File: src/rtl/hilo_muldiv_unit.sv
// Iterative Hi/Lo multiply/divide unit: WIDTH shift steps plus one sign-fix cycle.
// Build option: define HILO_MADD_EN to enable MADD/MSUB accumulation into Hi/Lo.
module hilo_muldiv_unit #(
   parameter int WIDTH = 32
) (
   input  logic             Clk,
   input  logic             Reset,
   input  logic             Start,
   input  logic [2:0]       Op,
   input  logic [WIDTH-1:0] A_IN,
   input  logic [WIDTH-1:0] B_IN,
   output logic [WIDTH-1:0] HiOut,
   output logic [WIDTH-1:0] LoOut,
   output logic             Busy,
   output logic             Done
);
   localparam int CW = $clog2(WIDTH + 1);
   localparam logic [2:0] OP_MULT = 3'b000;
   localparam logic [2:0] OP_DIV  = 3'b010;
   localparam logic [2:0] OP_DIVU = 3'b011;
   localparam logic [2:0] OP_MTHI = 3'b100;
   localparam logic [2:0] OP_MTLO = 3'b101;
`ifdef HILO_MADD_EN
   localparam logic [2:0] OP_MADD = 3'b110;
   localparam logic [2:0] OP_MSUB = 3'b111;
`endif

   typedef enum logic [1:0] {IDLE, RUN, FIX} state_t;

   state_t           state_q, state_d;
   logic [2:0]       op_q, op_d;
   logic [WIDTH-1:0] hi_q, hi_d, lo_q, lo_d;
   logic [WIDTH-1:0] ph_q, ph_d, pl_q, pl_d, b_q, b_d;
   logic [CW-1:0]    cnt_q, cnt_d;
   logic             neg_q, neg_d, rneg_q, rneg_d;
   logic             div0_q, div0_d, done_q, done_d;

   logic               multi_in, signed_in, a_neg, b_neg, run_div;
   logic [WIDTH-1:0]   a_mag, b_mag, quo_s, rem_s;
   logic [WIDTH:0]     mul_sum, div_sh, div_diff;
   logic [2*WIDTH-1:0] prod, prod_s;

`ifdef HILO_MADD_EN
   assign multi_in = 1'b1;
`else
   assign multi_in = ~Op[2];
`endif

   assign signed_in = (Op == OP_MULT) | (Op == OP_DIV) | (Op[2:1] == 2'b11);
   assign a_neg     = signed_in & A_IN[WIDTH-1];
   assign b_neg     = signed_in & B_IN[WIDTH-1];
   assign a_mag     = a_neg ? -A_IN : A_IN;
   assign b_mag     = b_neg ? -B_IN : B_IN;

   assign run_div  = (op_q == OP_DIV) | (op_q == OP_DIVU);
   assign mul_sum  = {1'b0, ph_q} + (pl_q[0] ? {1'b0, b_q} : '0);
   assign div_sh   = {ph_q, pl_q[WIDTH-1]};
   assign div_diff = div_sh - {1'b0, b_q};

   assign prod   = {ph_q, pl_q};
   assign prod_s = neg_q ? -prod : prod;
   assign quo_s  = neg_q ? -pl_q : pl_q;
   assign rem_s  = rneg_q ? -ph_q : ph_q;

   always_comb begin
      state_d = state_q;
      op_d    = op_q;
      hi_d    = hi_q;
      lo_d    = lo_q;
      ph_d    = ph_q;
      pl_d    = pl_q;
      b_d     = b_q;
      cnt_d   = cnt_q;
      neg_d   = neg_q;
      rneg_d  = rneg_q;
      div0_d  = div0_q;
      done_d  = 1'b0;
      unique case (state_q)
         IDLE: begin
            if (Start) begin
               if (Op == OP_MTHI) begin
                  hi_d = A_IN;
               end else if (Op == OP_MTLO) begin
                  lo_d = A_IN;
               end else if (multi_in) begin
                  op_d    = Op;
                  ph_d    = '0;
                  pl_d    = a_mag;
                  b_d     = b_mag;
                  neg_d   = a_neg ^ b_neg;
                  rneg_d  = a_neg;
                  div0_d  = (B_IN == '0);
                  cnt_d   = '0;
                  state_d = RUN;
               end
            end
         end
         RUN: begin
            // Restoring divide: keep the shifted value when the trial subtract borrows.
            if (run_div) begin
               if (!div_diff[WIDTH]) begin
                  ph_d = div_diff[WIDTH-1:0];
                  pl_d = {pl_q[WIDTH-2:0], 1'b1};
               end else begin
                  ph_d = div_sh[WIDTH-1:0];
                  pl_d = {pl_q[WIDTH-2:0], 1'b0};
               end
            end else begin
               {ph_d, pl_d} = {mul_sum, pl_q[WIDTH-1:1]};
            end
            cnt_d = cnt_q + CW'(1);
            if (cnt_q == CW'(WIDTH - 1)) state_d = FIX;
         end
         FIX: begin
            if (run_div) begin
               hi_d = rem_s;
               lo_d = div0_q ? '1 : quo_s;
            end
`ifdef HILO_MADD_EN
            else if (op_q == OP_MADD) begin
               {hi_d, lo_d} = {hi_q, lo_q} + prod_s;
            end else if (op_q == OP_MSUB) begin
               {hi_d, lo_d} = {hi_q, lo_q} - prod_s;
            end
`endif
            else begin
               {hi_d, lo_d} = prod_s;
            end
            done_d  = 1'b1;
            state_d = IDLE;
         end
         default: state_d = IDLE;
      endcase
   end

   always_ff @(posedge Clk) begin
      if (!Reset) begin
         state_q <= IDLE;
         op_q    <= '0;
         hi_q    <= '0;
         lo_q    <= '0;
         ph_q    <= '0;
         pl_q    <= '0;
         b_q     <= '0;
         cnt_q   <= '0;
         neg_q   <= 1'b0;
         rneg_q  <= 1'b0;
         div0_q  <= 1'b0;
         done_q  <= 1'b0;
      end else begin
         state_q <= state_d;
         op_q    <= op_d;
         hi_q    <= hi_d;
         lo_q    <= lo_d;
         ph_q    <= ph_d;
         pl_q    <= pl_d;
         b_q     <= b_d;
         cnt_q   <= cnt_d;
         neg_q   <= neg_d;
         rneg_q  <= rneg_d;
         div0_q  <= div0_d;
         done_q  <= done_d;
      end
   end

   assign HiOut = hi_q;
   assign LoOut = lo_q;
   assign Busy  = (state_q != IDLE);
   assign Done  = done_q;
endmodule
File: config.mk
export PLATFORM = sky130hd
export DESIGN_NAME = hilo_muldiv_unit
export DESIGN_NICKNAME = d
export VERILOG_FILES = /design/src/rtl/hilo_muldiv_unit.sv
export SDC_FILE = /design/constraint.sdc
export NUM_CORES = 1
export LEC_CHECK = 0
export BUFFER_PORTS_ARGS = -buffer_cell sky130_fd_sc_hd__buf_4
export CAP_MARGIN = 20
export CORE_ASPECT_RATIO = 1.5
export CORE_UTILIZATION = 55
export DETAILED_ROUTE_END_ITERATION = 10
export PLACE_DENSITY = 0.78
export SLEW_MARGIN = 30
export SYNTH_ARGS = -nofsm -noshare
export SYNTH_HDL_FRONTEND = slang
export SYNTH_SLANG_ARGS = --single-unit
File: constraint.sdc
create_clock -name Clk -period 3.4 [get_ports Clk]
set_clock_uncertainty 0.05 [all_clocks]
set_input_delay 0.68 -clock Clk [delete_from_list [all_inputs] [get_ports Clk]]
set_output_delay 0.68 -clock Clk [all_outputs]
set_load 0.05 [all_outputs]
==> results of run 1 <==
==> worst reg2reg max path, stage by stage (launching register included) <==
cell and delay [ps]:
dfxtp_1 310, or4_4 540, or3_4 360, or3_4 390, or2_1 230, or4_4 460
o21ai_4 160, buf_12 140, nand3_4 110, o41ai_4 250, xor2_1 170, o22ai_1 90
==> layer usage <==
layer | track usage [%] | wire length (µm) | up-vias
li1 | - | - | 6731
met1 | 36.2 | 16100 | 6706
met2 | 62.9 | 22600 | 582
met3 | 4.03 | 2320 | 187
met4 | 22.4 | 2940 | 0
met5 | 0 | 0 | -
==> Yosys cell counts, types with 12 or more instances <==
library cell  instances  area share, %
clkbuf_1             90            2.5
o21ai_0             104            3.9
a21oi_1             117            4.3
ha_1                 69            6.4
o31ai_1              23            1.3
nand3_1              19           0.70
nor3_1               34            1.3
nor2_1              169            4.7
a31oi_1              19           0.88
a22oi_1              22            1.2
nand2b_1             20           0.93
nand2_1             165            4.6
a211oi_1             60            3.3
mux2i_1             100            7.4
inv_1                59            1.6
dfxtp_1             173             26
a221oi_1             34            2.2
a21o_1               35            1.9
nor2b_1              14           0.65
o22ai_1              14           0.65
xor2_1              101            6.6
xnor2_1              75            4.9
o41ai_1              12           0.78
or4_1                12           0.67
o21a_1               12           0.67
o211ai_1             32            1.8
nor4_1               19           0.88
buf_1                16           0.44
==> sequential cells by signal, summed over array words and instances (netlist names) <==
signal,count
pl_q,32
HiOut,32
state_q,2
b_q,32
neg_q,1
cnt_q,6
rneg_q,1
LoOut,32
op_q,1
div0_q,1
ph_q,32
Done,1
==> metrics by stage <==
stage,instances,power [mW]
5_1_grt,2269,5.83
2_1_floorplan,1730,3.12
4_1_cts,2262,5.53
6_report,2269,5.62
3_5_place_dp,2232,3.66
3_3_place_gp,2232,3.63
==> worst paths after layout <==
path,start,to,slack [ps],cells past startpoint
setup / recovery,pl_q[11]$_SDFFE_PN0P_,HiOut[28]$_SDFFE_PN0P_,-3,11
hold / removal,b_q[31]$_SDFFE_PN0P_,b_q[31]$_SDFFE_PN0P_,410,2
setup reg to reg,pl_q[11]$_SDFFE_PN0P_,HiOut[28]$_SDFFE_PN0P_,-3,11
hold reg to reg,b_q[31]$_SDFFE_PN0P_,b_q[31]$_SDFFE_PN0P_,410,2
==> cell type report <==
type / instances / area (µm²) / area share, %
Multi-Input combinational cell: 1389 / 9730 / 58.1
Sequential cell: 173 / 3480 / 20.8
Timing Repair Buffer: 299 / 2370 / 14.2
Clock buffer: 24 / 452 / 2.70
Tap cell: 319 / 399 / 2.38
Inverter: 59 / 226 / 1.35
Clock inverter: 6 / 88.8 / 0.531
==> power by group through the flow <==
| stage | sequential (mW) | clock (mW) | combinational [mW] |
|---|---|---|---|
| global placement | 2.23 | 0 | 1.39 |
| floorplan | 2.26 | 0 | 0.860 |
| detailed placement | 2.24 | 0 | 1.42 |
| finish | 2.19 | 1.92 | 1.51 |
| CTS | 2.19 | 1.91 | 1.43 |
| global route | 2.20 | 2.00 | 1.62 |
==> logic make-up (layout without fill, tap and decap cells) <==
group,Yosys count,in the layout
multiplexers,103,103
AO/OA/AOI/OAI,534,534
flip-flops,173,173
buffers and inverters,168,388
XOR/XNOR,176,176
AND/OR/NAND/NOR,505,505
adder cells (fa/ha/maj),71,71
==> timing repair <==
| action | 4_1_cts | 5_1_grt |
|---|---|---|
| pin swaps | 1 | 30 |
| setup buffers | 0 | 5 |
| setup endpoints to repair | 12 | 57 |
| hold endpoints to repair | 0 | 0 |
| gates resized for setup | 5 | 70 |
| gates cloned | 0 | 2 |
==> results.cfg, run 1 <==
[min_path]
hold_class = reg -> reg

[logic_synthesis]
synth_area_um2 = 13500
async_reset_ff_share_pct = 0
synth_edf_count = 0
ys_warn_count = 0
synth_flop_cell = dfxtp_1
synth_fa_ha_area_share_pct = 6.69
synthesis.nets = 1871
synth_top_family_by_area = compound AO/OA/AOI/OAI gates
netlist_instances = 1730
muxShareOfSynthArea_pct = 7.66
yosys.area_share.simple_pct = 17.3
ys_seq_area_share_pct = 25.7
avgSynthCellArea_um2 = 7.80
synth-seq-cells = 173
synth_xor_area_share_pct = 11.4
synth_cell_types = 83
synth-compound-area-share_pct = 26.5

[critical_path]
cpPeakStageDelay_ps = 540
start_kind = register
cp_cell_sequence = or4_4, or3_4, or3_4, or2_1, or4_4, o21ai_4, buf_12, nand3_4, o41ai_4, xor2_1, o22ai_1
crit_path_max_fanout = 9
crit_type = reg -> reg
arrival_ps = 3660
end_kind = register
crit_family = simple AND/OR/NAND/NOR gates
required_ps = 3660
slowest_stage = or4_4
worst-path-buf-inv = 1

[floorplan]
start_util_pct = 56.5
die_w_um = 130
die-area_um2 = 25200
fp-row-count = 69
io_pins = 136
core_um2 = 23900
chipHeight_um = 194

[detailed_routing]
ant_nets = 0
viasPerCell = 6.26
dr.pass1.iters = 5
drc = 0
drt_iter0_markers = 1053
wl_per_cell_um = 19.4
routed_wirelength_um = 43900
vias = 14206

[pwr]
p_leak_nw = 7.12
p_seq_share_pct = 39.1
switching_share_pct = 32.1
p_switching_mw = 1.81
p_comb_share_pct = 26.8
power_density_nw_per_um2 = 336
power_frac_clock_pct = 34.1
vdd_ir_drop_max_mv = 0.406
p_int_mw = 3.81

[clock_network]
numCtsBuffers = 17
clk_pin_slew_ps = 70
htreeDepth = 4
tritoncts = done
clk_latency_ps = 450
cts-root-buf = clkbuf_16
cts_sinks = 173
clockBufferDepth = 2
ctsHoldBuffers = 0

[sta]
period_share_pct = 100
min_period_ps = 3400
max_slew.worst_pin.slew_ps = 960
rsz0062_at_grt = yes
finalHoldViolCount = 0
slew_violations = 0
setup_ws_ps = -3.14
tns_ps = -3.14
fmax_mhz = 294
whs_ps = 408
setup_viol = 1
slew_headroom_pct = 36.0

[finish]
area_growth_pct = 24.0
mostFrequentLayoutCells = 289 x buf_4, 166 x nor2_1, 163 x dfxtp_1, 163 x nand2_1, 109 x a21oi_1
postLayoutCellArea_um2 = 16700
drive_above_1_share_pct = 20.8
fillerInstances = 1932
nets = 2080
diodes = 0
layout_commonest_cell = buf_4
utilization_pct = 70.0

[global_routing]
grt.total_usage_pct = 34.4
overflow = 0
grt_pass1_wl_um = 68000
grt_pass1_vias = 13888
grt_max_degree = 82
antenna_found_initial = 0

[place]
dp_hpwl_um = 32800
place_area_um2 = 15800
port_buffers = 135
place_congestion = 0.978
pre_cts_ws_ps = -45.3

[outcome]
status = finished, violations left
violations = setup timing

[job]
max-cap-violations = 0
Power figures use the tool's default switching activity.
==> run 2: changes to the inputs <==
--- a/config.mk
+++ b/config.mk
@@ -11,6 +11,7 @@
 export CORE_UTILIZATION = 55
 export DETAILED_ROUTE_END_ITERATION = 10
 export PLACE_DENSITY = 0.78
+export SETUP_SLACK_MARGIN = 0.3
 export SLEW_MARGIN = 30
 export SYNTH_ARGS = -nofsm -noshare
 export SYNTH_HDL_FRONTEND = slang
==> run 2 against run 1 <==
The flow still finishes with violations (setup timing). Wire length up 7.9%. Clock-buffer cell count down 1. Clock power about the same. Via count up 4.0%. Combinational power up 12%. Critical path type unchanged. Largest cell class unchanged.
==> results.cfg, run 2 (same netlist as run 1, synthesis figures left out) <==
[detailed_routing]
drc = 0
routed_wirelength_um = 47400
dr.pass1.iters = 7
wl_per_cell_um = 20.7
viasPerCell = 6.44
vias = 14770
drt_iter0_markers = 1369
ant_nets = 0

[sta]
finalHoldViolCount = 0
slew_headroom_pct = 40.8
max_slew.worst_pin.slew_ps = 886
setup_viol = 6
min_period_ps = 3470
rsz0062_at_grt = yes
fmax_mhz = 288
slew_violations = 0
setup_ws_ps = -68.7
period_share_pct = 102

[clock_network]
cts-root-buf = clkbuf_16
clk_latency_ps = 450
clk_pin_slew_ps = 70
clockBufferDepth = 2
numCtsBuffers = 17
tritoncts = done
htreeDepth = 4
cts_sinks = 173

[finish]
diodes = 0
fillerInstances = 1803
multi_input_area_um2 = 10200
drive_above_1_share_pct = 26.2
layout_commonest_cell = buf_4
area_growth_pct = 30.2
instances_no_fill = 2293
mostFrequentLayoutCells = 292 x buf_4, 159 x dfxtp_1, 159 x nand2_1
seq_area_um2 = 3480
nets = 2105

[floorplan]
chipHeight_um = 194
fp-row-count = 69
die-area_um2 = 25200
start_util_pct = 56.5
core_um2 = 23900
die_w_um = 130
io_pins = 136

[critical_path]
arrival_ps = 3720
end_kind = register
crit_family = simple AND/OR/NAND/NOR gates
slowest_stage = or4_4
cpPeakStageDelay_ps = 550
start_kind = register
required_ps = 3650
worst-path-buf-inv = 0
crit_type = reg -> reg
cp_cell_sequence = or4_4, or3_4, or3_4, or2_4, or4_4, o21ai_4, nand3_4, o41ai_4, xor2_1, o22ai_1
crit_path_max_fanout = 5

[global_routing]
grt_max_degree = 64
grt_pass1_wl_um = 71600
grt_pass1_vias = 14258
antenna_found_initial = 0
overflow = 0
grt.total_usage_pct = 36.3

[pwr]
p_switching_mw = 1.91
switching_share_pct = 33.1
p_total_mw = 5.79
p_int_mw = 3.87
vdd_ir_drop_max_mv = 0.396
p_comb_share_pct = 29.1
p_leak_nw = 7.37
power_frac_clock_pct = 32.8
power_density_nw_per_um2 = 329
p_seq_share_pct = 38.1

[min_path]
hold_class = reg -> reg

[job]
max-cap-violations = 0

[place]
dp_hpwl_um = 32800
place_congestion = 0.995
port_buffers = 135
placedCellCount = 2232

[outcome]
violations = setup timing
status = finished, violations left
run 2: power by group through the flow:
stage	combinational (mW)	clock (mW)	sequential [mW]
after global placement	1.39	0	2.23
after floorplan	0.865	0	2.26
after CTS	1.53	1.90	2.20
final	1.69	1.90	2.20
after global routing	1.79	1.98	2.21
after detailed placement	1.41	0	2.24
run 2: through the flow:
stage / hold WS (ps) / worst slack (ps) / setup TNS, ps / instance area (µm²) / utilization [%]
4_1_cts: 424 / -1.90 / -3.34 / 17100 / 71.4
3_5_place_dp: 411 / -22.1 / -49.7 / 15800 / 66.1
3_3_place_gp: 393 / 30.7 / 0 / 15800 / 66.1
5_1_grt: 444 / -98.2 / -1090 / 17600 / 73.5
2_1_floorplan: 382 / 40.2 / 0 / 13500 / -
6_report: 422 / -68.7 / -209 / 17600 / 73.5
run 2: area by class of cell:
class | count | area share [%]
multi-input cells | 1389 | 58.2
clock buffers | 23 | 2.72
clock inverters | 6 | 0.356
inverters | 59 | 1.28
repair buffers | 324 | 15.4
flip-flops and latches | 173 | 19.8
well taps | 319 | 2.27
run 2: worst paths after layout:
check	end	cells past startpoint	slack (ps)	startpoint
min reg2reg	b_q[31]$_SDFFE_PN0P_	2	420	b_q[31]$_SDFFE_PN0P_
max	HiOut[28]$_SDFFE_PN0P_	10	-70	pl_q[11]$_SDFFE_PN0P_
min	b_q[31]$_SDFFE_PN0P_	2	420	b_q[31]$_SDFFE_PN0P_
max reg2reg	HiOut[28]$_SDFFE_PN0P_	10	-70	pl_q[11]$_SDFFE_PN0P_
run 2: layer usage:
| layer | routed length (µm) | up-vias | GRT usage, % |
|---|---|---|---|
| met3 | 3360 | 260 | 5.57 |
| met2 | 23700 | 797 | 63.9 |
| met4 | 3580 | 0 | 25.3 |
| met1 | 16800 | 6939 | 39.0 |
| li1 | - | 6774 | - |
| met5 | 0 | - | 0 |
run 2: worst register-to-register path: stages, from the launching register on:
cell	delay, ps
dfxtp_1	320
or4_4	550
or3_4	350
or3_4	390
or2_4	240
or4_4	470
o21ai_4	260
nand3_4	160
o41ai_4	240
xor2_1	190
o22ai_1	100
run 2: what timing repair did:
action,CTS,global route
setup buffers,20,7
resized for setup,110,118
cloned,4,1
hold buffers,0,0
hold endpoints to repair,0,0
pin swaps,33,46
setup endpoints to repair,66,69
